==> config.mk <==
export PLATFORM = sky130hd
export DESIGN_NAME = img_phase_sequencer
export DESIGN_NICKNAME = d
export VERILOG_FILES = /design/src/rtl/img_phase_sequencer.sv
export SDC_FILE = /design/constraint.sdc
export NUM_CORES = 1
export LEC_CHECK = 0
export ABC_CLOCK_PERIOD_IN_PS = 2500
export CAP_MARGIN = 10
export CORE_MARGIN = 3
export CORE_UTILIZATION = 27
export DETAILED_ROUTE_END_ITERATION = 12
export GPL_TIMING_DRIVEN = 0
export PLACE_DENSITY = 0.91
export SLEW_MARGIN = 5
export SYNTH_ARGS = -nofsm -noshare
export SYNTH_HDL_FRONTEND = slang
export SYNTH_SLANG_ARGS = --single-unit
==> constraint.sdc <==
create_clock -name clk -period 2.5 [get_ports clk]
set_clock_uncertainty 0.1 [all_clocks]
set_input_delay 0.5 -clock clk [delete_from_list [all_inputs] [get_ports clk]]
set_output_delay 0.5 -clock clk [all_outputs]
set_load 0.05 [all_outputs]
==> src/rtl/img_phase_sequencer.sv <==
// img_phase_sequencer: shared image SRAM owner, RX -> CONV -> TX flow.
// Define IMG_SEQ_CONV_EN to include the CONV phase; otherwise RX -> TX.
package img_sram_pkg;

  typedef struct packed {
    logic        req;
    logic        we;
    logic [5:0]  addr;
    logic [31:0] wdata;
    logic [3:0]  be;
  } img_sram_ctrl_t;

endpackage

module img_phase_sequencer
  import img_sram_pkg::*;
#(
  parameter int GAP_CYCLES    = 1,
  parameter int START_TIMEOUT = 16
) (
  input  logic           clk,
  input  logic           rstn,
  input  logic           start,
  input  logic           rx_busy,
  input  logic           cv_busy,
  input  logic           tx_busy,
  input  img_sram_ctrl_t rx_sram_ctrl,
  input  img_sram_ctrl_t cv_sram_ctrl,
  input  img_sram_ctrl_t tx_sram_ctrl,
  output logic           rx_en,
  output logic           cv_en,
  output logic           tx_en,
  output img_sram_ctrl_t sram_ctrl,
  output logic [1:0]     owner,
  output logic           busy,
  output logic           done,
  output logic           err
);

  localparam int TW = $clog2(START_TIMEOUT + 1);
  localparam int GW = $clog2(GAP_CYCLES + 1);

  localparam logic [TW-1:0] T_ONE   = TW'(1);
  localparam logic [TW-1:0] TO_LAST = TW'(START_TIMEOUT - 1);
  localparam logic [TW-1:0] TO_HIT  = TW'(START_TIMEOUT);
  localparam logic [GW-1:0] G_ONE   = GW'(1);
  localparam logic [GW-1:0] G_LAST  = GW'(GAP_CYCLES - 1);

  localparam logic [1:0] OWN_NONE = 2'd0;
  localparam logic [1:0] OWN_RX   = 2'd1;
  localparam logic [1:0] OWN_CV   = 2'd2;
  localparam logic [1:0] OWN_TX   = 2'd3;

  typedef enum logic [3:0] {
    S_IDLE,
    S_RX_START,
    S_RX_WAIT,
    S_GAP,
`ifdef IMG_SEQ_CONV_EN
    S_CV_START,
    S_CV_WAIT,
`endif
    S_TX_START,
    S_TX_WAIT,
    S_DONE
  } state_t;

`ifdef IMG_SEQ_CONV_EN
  localparam state_t AFTER_RX = S_CV_START;
`else
  localparam state_t AFTER_RX = S_TX_START;
`endif

  state_t          state_q, state_d;
  state_t          nxt_q, nxt_d;
  state_t          w_state;
  logic [1:0]      owner_q, owner_d;
  logic            seen_q, seen_d;
  logic            err_q, err_d;
  logic            w_err;
  logic [TW-1:0]   tcnt_q, tcnt_d, w_tcnt;
  logic [GW-1:0]   gcnt_q, gcnt_d;
  logic            cur_busy;
  logic            seen_eff;

  // busy of the current owner only; everyone else is ignored
  always_comb begin
    cur_busy = 1'b0;
    case (owner_q)
      OWN_RX:  cur_busy = rx_busy;
`ifdef IMG_SEQ_CONV_EN
      OWN_CV:  cur_busy = cv_busy;
`endif
      OWN_TX:  cur_busy = tx_busy;
      default: cur_busy = 1'b0;
    endcase
  end

  assign seen_eff = seen_q | cur_busy;

  // shared X_WAIT outcome: timeout, completion, or keep counting
  always_comb begin
    w_state = state_q;
    w_tcnt  = tcnt_q;
    w_err   = err_q;
    if (tcnt_q == TO_HIT) begin
      w_state = S_IDLE;
    end else if (seen_q && !cur_busy) begin
      w_state = (owner_q == OWN_TX) ? S_DONE : S_GAP;
    end else if (!seen_eff) begin
      w_tcnt = tcnt_q + T_ONE;
      if (tcnt_q == TO_LAST) w_err = 1'b1;
    end
  end

  always_comb begin
    state_d = state_q;
    nxt_d   = nxt_q;
    seen_d  = seen_q;
    err_d   = err_q;
    tcnt_d  = tcnt_q;
    gcnt_d  = gcnt_q;
    unique case (state_q)
      S_IDLE: begin
        if (start) begin
          err_d   = 1'b0;
          state_d = S_RX_START;
        end
      end
      S_RX_START: begin
        seen_d  = cur_busy;
        tcnt_d  = '0;
        state_d = S_RX_WAIT;
      end
      S_RX_WAIT: begin
        seen_d  = seen_eff;
        tcnt_d  = w_tcnt;
        err_d   = w_err;
        gcnt_d  = '0;
        nxt_d   = AFTER_RX;
        state_d = w_state;
      end
`ifdef IMG_SEQ_CONV_EN
      S_CV_START: begin
        seen_d  = cur_busy;
        tcnt_d  = '0;
        state_d = S_CV_WAIT;
      end
      S_CV_WAIT: begin
        seen_d  = seen_eff;
        tcnt_d  = w_tcnt;
        err_d   = w_err;
        gcnt_d  = '0;
        nxt_d   = S_TX_START;
        state_d = w_state;
      end
`endif
      S_GAP: begin
        if (gcnt_q == G_LAST) begin
          state_d = nxt_q;
        end else begin
          gcnt_d = gcnt_q + G_ONE;
        end
      end
      S_TX_START: begin
        seen_d  = cur_busy;
        tcnt_d  = '0;
        state_d = S_TX_WAIT;
      end
      S_TX_WAIT: begin
        seen_d  = seen_eff;
        tcnt_d  = w_tcnt;
        err_d   = w_err;
        state_d = w_state;
      end
      S_DONE: begin
        state_d = S_IDLE;
      end
      default: begin
        state_d = S_IDLE;
      end
    endcase
  end

  always_comb begin
    owner_d = OWN_NONE;
    unique case (state_d)
      S_RX_START, S_RX_WAIT: owner_d = OWN_RX;
`ifdef IMG_SEQ_CONV_EN
      S_CV_START, S_CV_WAIT: owner_d = OWN_CV;
`endif
      S_TX_START, S_TX_WAIT: owner_d = OWN_TX;
      default:               owner_d = OWN_NONE;
    endcase
  end

  always_ff @(posedge clk or negedge rstn) begin
    if (!rstn) begin
      state_q <= S_IDLE;
      nxt_q   <= S_IDLE;
      owner_q <= OWN_NONE;
      seen_q  <= 1'b0;
      err_q   <= 1'b0;
      tcnt_q  <= '0;
      gcnt_q  <= '0;
    end else begin
      state_q <= state_d;
      nxt_q   <= nxt_d;
      owner_q <= owner_d;
      seen_q  <= seen_d;
      err_q   <= err_d;
      tcnt_q  <= tcnt_d;
      gcnt_q  <= gcnt_d;
    end
  end

  // owner 0 yields the all-zero idle command
  always_comb begin
    sram_ctrl = '0;
    case (owner_q)
      OWN_RX:  sram_ctrl = rx_sram_ctrl;
`ifdef IMG_SEQ_CONV_EN
      OWN_CV:  sram_ctrl = cv_sram_ctrl;
`endif
      OWN_TX:  sram_ctrl = tx_sram_ctrl;
      default: sram_ctrl = '0;
    endcase
  end

  assign rx_en = (state_q == S_RX_START);
  assign tx_en = (state_q == S_TX_START);
`ifdef IMG_SEQ_CONV_EN
  assign cv_en = (state_q == S_CV_START);
`else
  assign cv_en = 1'b0;
  logic unused_cv;
  assign unused_cv = ^{cv_busy, cv_sram_ctrl};
`endif
  assign owner = owner_q;
  assign busy  = (state_q != S_IDLE);
  assign done  = (state_q == S_DONE);
  assign err   = err_q;

endmodule

==> results.toml, run 1 <==
[power]
finalPower_mw = 1.499
p_comb_share_pct = 68.1
vdd.ir_drop.worst_mv = 0.3020
pwr-share-clk_pct = 12.0
p_switching_mw = 0.6622
p_sw_share_pct = 44.17
p_leak_nw = 1.379
seqPwrFrac_pct = 19.9
p_per_area_nw_per_um2 = 418.1
intPower_mw = 0.8371

[routing]
routed_wirelength_um = 5934
maxUsedRoutingLayer = "met4"
met2_length_um = 3254
drtIter0Drc = 15
routedLengthMet1_um = 2060
drt-vias-per-instance = 4.760
vias = 1928
met3WireLength_um = 546
antenna_left = 0
drt-pass1-iter-count = 4
detail_route.wl_per_cell_um = 14.65
drc = 0

[synth]
synth_cell_types = 42
yosysMostFrequentCell = "nor2b_1"
synth_edf_count = 0
syn_inst = 186
synth_warnings = 0
synth.top_cell.area_share_pct = 27.44
ys_ff_latch = 14
syn_area_per_cell_um2 = 8.631
yosys-top-cells-count = "nor2b_1 (46), mux2i_1 (44), dfrtp_1 (14), clkbuf_1 (9), inv_1 (9)"
synthTopCellsByArea = "mux2i_1 (27%), dfrtp_1 (22%), nor2b_1 (18%)"
yosysTopAreaCell = "mux2i_1"
synth_top_flop_cell = "dfrtp_1"
async_flop_share_pct = 100.0
syn-cell-area_um2 = 1605
seq_area_frac_synth_pct = 21.82

[global_routing]
grt_pass1_wl_um = 9811
grt-ovfl-total = 0
grt.total_usage_pct = 17.15
grt_pass1_vias = 2115
antenna_found_initial = 0
grt_max_degree = 15

[die]
rows = 27
die-area_um2 = 6906
core_um2 = 5642
ioPinCount = 190
die_w_um = 83.11
start_util_pct = 28.45
die_h_um = 83.11

[timing]
finalCriticalPeriod_ps = 2432
slew_viol_final = 0
hold_viol_final = 0
slew-limit-headroom_pct = 58.44
rsz0062_at_grt = "yes"
fmax_mhz = 411.2
setup_violations = 0
setup_ws_ps = 68.18
hold_ws_ps = 383.2
fin_crit_sh_pct = 97.27
worst_pin_slew_ps = 621.4

[worst_setup_path]
worst-path-max-fanout = 10
cp-end-kind = "output port"
cp.required_ps = 1900
ff2ff_path_depth = 7
rrSetupSlack_ps = 340
critPathKind = "reg -> out"
start_kind = "register"
arrival_ps = 1830

[final_layout]
instances_no_fill = 405
synthToLayoutAreaGrowth_pct = 123.4
drive_gt1_share_pct = 35.44
final_design_area_no_fill_um2 = 3586
fin_nets = 476
diodes = 0

[place]
place_ws_ps = -489.5
portBuffers = 143
dpl_cell_area_um2 = 3431
dp_cells = 402
finalWeightedCongestion = 0.8689
dp_hpwl_um = 4990

[flow_run]
max_cap_viol_count = 0

[hold_path]
min_path_type = "reg -> reg"
hold_depth = 1

[clocking]
insertion_delay_ps = 240
path_clk_slew_ps = 50
post_cts_buffers = 0
cts_buffer_depth = 2
cts_htree_levels = 1
root_buffer = "clkbuf_8"
cts_buffers = 3
cts_sinks = 14
cts_tree = "done"

[run_status]
status = "finished, final reports clean"
==> flip-flops by register name (all words and copies together) (netlist names) <==
| name | cells |
|---|---|
| owner | 2 |
| tcnt_q | 5 |
| err | 1 |
| seen_q | 1 |
| nxt_q | 1 |
| state_q | 4 |
==> logic make-up (layout without fill, tap and decap cells) <==
logic type / count (synthesis) / after routing / synth area share [%]
buffers and inverters: 23 / 169 / 6.624
flip-flops: 14 / 14 / 21.82
adder cells (fa/ha/maj): 3 / 3 / 2.339
AO/OA/AOI/OAI: 20 / 20 / 9.353
multiplexers: 45 / 45 / 28.14
AND/OR/NAND/NOR: 77 / 77 / 29.85
XOR/XNOR: 3 / 3 / 1.637
other: 1 / 2 / 0.2336
==> cells in the final DEF, fill, tap and decap left out, drive strengths merged, types with 5 or more instances in the layout <==
cell           instances
nor2b                 46
dlygate4sd2            6
buf                    6
clkdlybuf4s50         95
clkdlybuf4s15         39
mux2i                 44
inv                    9
a21oi                  5
clkbuf                12
nand2                  6
dfrtp                 14
==> layout make-up <==
cell class | instances | area (um2)
Buffer | 14 | 112.6
Multi-Input combinational cell | 150 | 1485
Timing Repair Buffer | 143 | 1473
Tap cell | 72 | 90.09
Inverter | 9 | 33.78
Sequential cell | 14 | 350.3
Clock buffer | 3 | 41.29
Fill cell | 442 | 2056
==> power groups by stage <==
stage / clock, mW / combinational (mW) / sequential (mW)
finish: 0.180 / 1.02 / 0.299
CTS: 0.189 / 1.02 / 0.298
floorplan: 0 / 0.661 / 0.304
detailed placement: 0 / 1.04 / 0.302
global route: 0.196 / 1.09 / 0.307
global placement: 0 / 1.02 / 0.299
==> per-stage QoR <==
stage               util, %  TNS, ps
finish                63.56        0
global placement      60.81   -17930
floorplan                 -   -7.444
CTS                   62.99        0
detailed placement    60.81   -18500
global route          63.56   -106.4
==> critical path: stages, from the launching register on <==
cell	delay [ps]
dfrtp_1	370
clkbuf_4	240
buf_4	270
mux2i_2	320
nor2b_4	60
clkdlybuf4s15_2	330
==> worst paths after layout <==
check / from / endpoint
setup reg to reg: state_q[0] / tcnt_q[2]
min in group asynchronous: rstn / tcnt_q[1]
max in group asynchronous: rstn / tcnt_q[3]
setup / recovery: owner[1] / sram_ctrl[7]
hold / removal: err / err
hold reg to reg: err / err
==> per-layer routing <==
metal | vias to the layer above | track usage [%]
met5 | - | 0
met4 | 0 | 3.120
met3 | 8 | 6.250
met2 | 94 | 32.36
met1 | 893 | 18.25
li1 | 933 | -
==> repair_timing <==
| item | in CTS | in global routing |
|---|---|---|
| hold buffers | 0 | 0 |
| resized for setup | 140 | 14 |
| pin swaps | 0 | 0 |
| gates cloned | 0 | 0 |
| setup endpoints to repair | 46 | 27 |
(Power assumes the default switching activity.)
==> run 2, diff against run 1 <==
--- a/config.mk
+++ b/config.mk
@@ -5,7 +5,7 @@
 export SDC_FILE = /design/constraint.sdc
 export NUM_CORES = 1
 export LEC_CHECK = 0
-export ABC_CLOCK_PERIOD_IN_PS = 2500
+export ABC_CLOCK_PERIOD_IN_PS = 2300
 export CAP_MARGIN = 10
 export CORE_MARGIN = 3
 export CORE_UTILIZATION = 27
==> constraint.sdc (replaced) <==
create_clock -name clk -period 2.3 [get_ports clk]
set_clock_uncertainty 0.1 [all_clocks]
set_input_delay 0.46 -clock clk [delete_from_list [all_inputs] [get_ports clk]]
set_output_delay 0.46 -clock clk [all_outputs]
set_load 0.05 [all_outputs]
==> results.toml, run 2 (same netlist as run 1, synthesis figures left out) <==
[routing]
antenna_left = 0
drt-vias-per-instance = 4.820
detail_route.wl_per_cell_um = 15.54
drc = 0
drt-pass1-iter-count = 4
vias = 1957
routed_wirelength_um = 6310
drtIter0Drc = 77

[final_layout]
largest-register = "tcnt_q"
n_fill_cell = 466
synthToLayoutAreaGrowth_pct = 116.9
fin_nets = 476
seq_area_um2 = 351.6
multiInputGateArea_um2 = 1623
diodes = 0
layout_commonest_cell = "clkdlybuf4s50_1"
drive_gt1_share_pct = 46.41
final_cell_mix = "clkdlybuf4s50_1 (95), nor2b_4 (40), buf_2 (40), mux2i_2 (38), dfrtp_1 (13)"
instances_no_fill = 406
largest_reg_flops = 5

[timing]
setup_ws_ps = 51.34
hold_viol_final = 0
slew_viol_final = 0
worst_pin_slew_ps = 629.3
setup_violations = 0
finalCriticalPeriod_ps = 2249
rsz0062_at_grt = "yes"
setup_tns_ps = 0
fin_crit_sh_pct = 97.77
slew-limit-headroom_pct = 57.92
fmax_mhz = 444.7

[worst_setup_path]
start_kind = "register"
ff2ff_path_depth = 7
worst-path-max-fanout = 10
arrival_ps = 1690
rrSetupSlack_ps = 140
cp-end-kind = "output port"
cp.required_ps = 1740
crit_path_cell_trace = "clkbuf_4 > clkbuf_8 > mux2i_2 > nor2b_4 > buf_2"
cp_num_buf_inv = 3
slowest_stage = "dfrtp_2"
critical_path.top_delay_family = "buffers and inverters"
critPathKind = "reg -> out"
timing.rr.start = "state_q[0]"
r2r-end = "tcnt_q[2]"
critPathMaxStageDelay_ps = 370

[global_routing]
grt_pass1_wl_um = 10340
busiest_layer = "met2"
grt_use_met2_pct = 34.48
grt_pass1_vias = 2092
met1_usage_pct = 20.40
grt_max_degree = 15
grt-ovfl-total = 0
antenna_found_initial = 0
grt_util_met3_pct = 3.869
grt.total_usage_pct = 18.31

[hold_path]
hold_depth = 1
hold_end = "nxt_q[2]"
min_path_type = "reg -> reg"
holdCritStartpoint = "nxt_q[2]"

[place]
finalWeightedCongestion = 0.8287
place_ws_ps = -679.0
portBuffers = 143
dp_cells = 402
dp_hpwl_um = 5131

[power]
p_per_area_nw_per_um2 = 477.0
vdd.ir_drop.worst_mv = 0.3008
p_leak_nw = 1.472

[clocking]
cts_tree = "done"
cts_htree_levels = 1
cts_sinks = 14
root_buffer = "clkbuf_8"
insertion_delay_ps = 250
cts_buffer_depth = 2
path_clk_slew_ps = 60
cts_buffers = 3
postCtsHoldBufs = 0

[flow_run]
max_cap_viol_count = 0

[run_status]
status = "finished, final reports clean"

[die]
ioPinCount = 190
die_w_um = 83.11
start_util_pct = 28.45
die-area_um2 = 6906
core_um2 = 5642
die_h_um = 83.11
rows = 27
[run 2: cell count changes in the layout (fill, tap and decap cells not counted), sizes merged]
cell and change:
clkdlybuf4s15 -39, buf +38, clkbuf +6, dlygate4sd2 -2
dlymetal6s2s -2
[run 2: metrics by stage]
| stage | power [mW] | hold slack [ps] | area, um2 | util [%] |
|---|---|---|---|---|
| final | 1.661 | 377.9 | 3482 | 61.72 |
| after global routing | 1.752 | 389.3 | 3482 | 61.72 |
| after CTS | 1.677 | 378.2 | 3483 | 61.74 |
| after detailed placement | 1.460 | 363.4 | 3440 | 60.97 |
| after global placement | 1.440 | 355.2 | 3440 | 60.97 |
| after floorplan | 1.052 | 64.41 | 1918 | - |
[run 2: timing repair]
| action | CTS | global route |
|---|---|---|
| buffers inserted | 0 | 0 |
| setup endpoints to repair | 48 | 16 |
| gates resized for setup | 261 | 13 |
[run 2: area by class of cell]
type | count | area share, %
flip-flops and latches | 14 | 10.10
clock buffers | 4 | 1.581
multi-input cells | 150 | 46.60
well taps | 72 | 2.587
plain buffers | 14 | 3.450
repair buffers | 143 | 34.71
inverters | 9 | 0.9702
[run 2: report_power, final]
part / switching, mW / internal [mW]
Clock: 0.0904 / 0.152
Combinational: 0.612 / 0.480
Sequential: 0.0443 / 0.282
[run 2: routing by layer]
metal / wire length, um / up-vias
met2: 3394 / 103
met3: 462 / 11
met5: 0 / -
li1: - / 934
met4: 133 / 0
met1: 2321 / 909
[run 2: worst max path at each step]
stage / startpoint / to / slack, ps / depth (start not counted)
final: owner[1] / sram_ctrl[11] / 50 / 5
after global routing: owner[1] / sram_ctrl[29] / -20 / 5
after CTS: owner[1] / sram_ctrl[11] / -100 / 5
after detailed placement: owner[1] / sram_ctrl[11] / -680 / 5
after global placement: owner[1] / sram_ctrl[11] / -610 / 5
after floorplan: owner[1] / sram_ctrl[1] / 30 / 3
[run 2: worst register-to-register path: stages (launching register included)]
cell,delay [ps]
dfrtp_1,370
buf_6,140
nor4b_4,330
o32ai_2,170
or3_1,380
buf_6,150
a2111oi_2,350
a21o_1,120
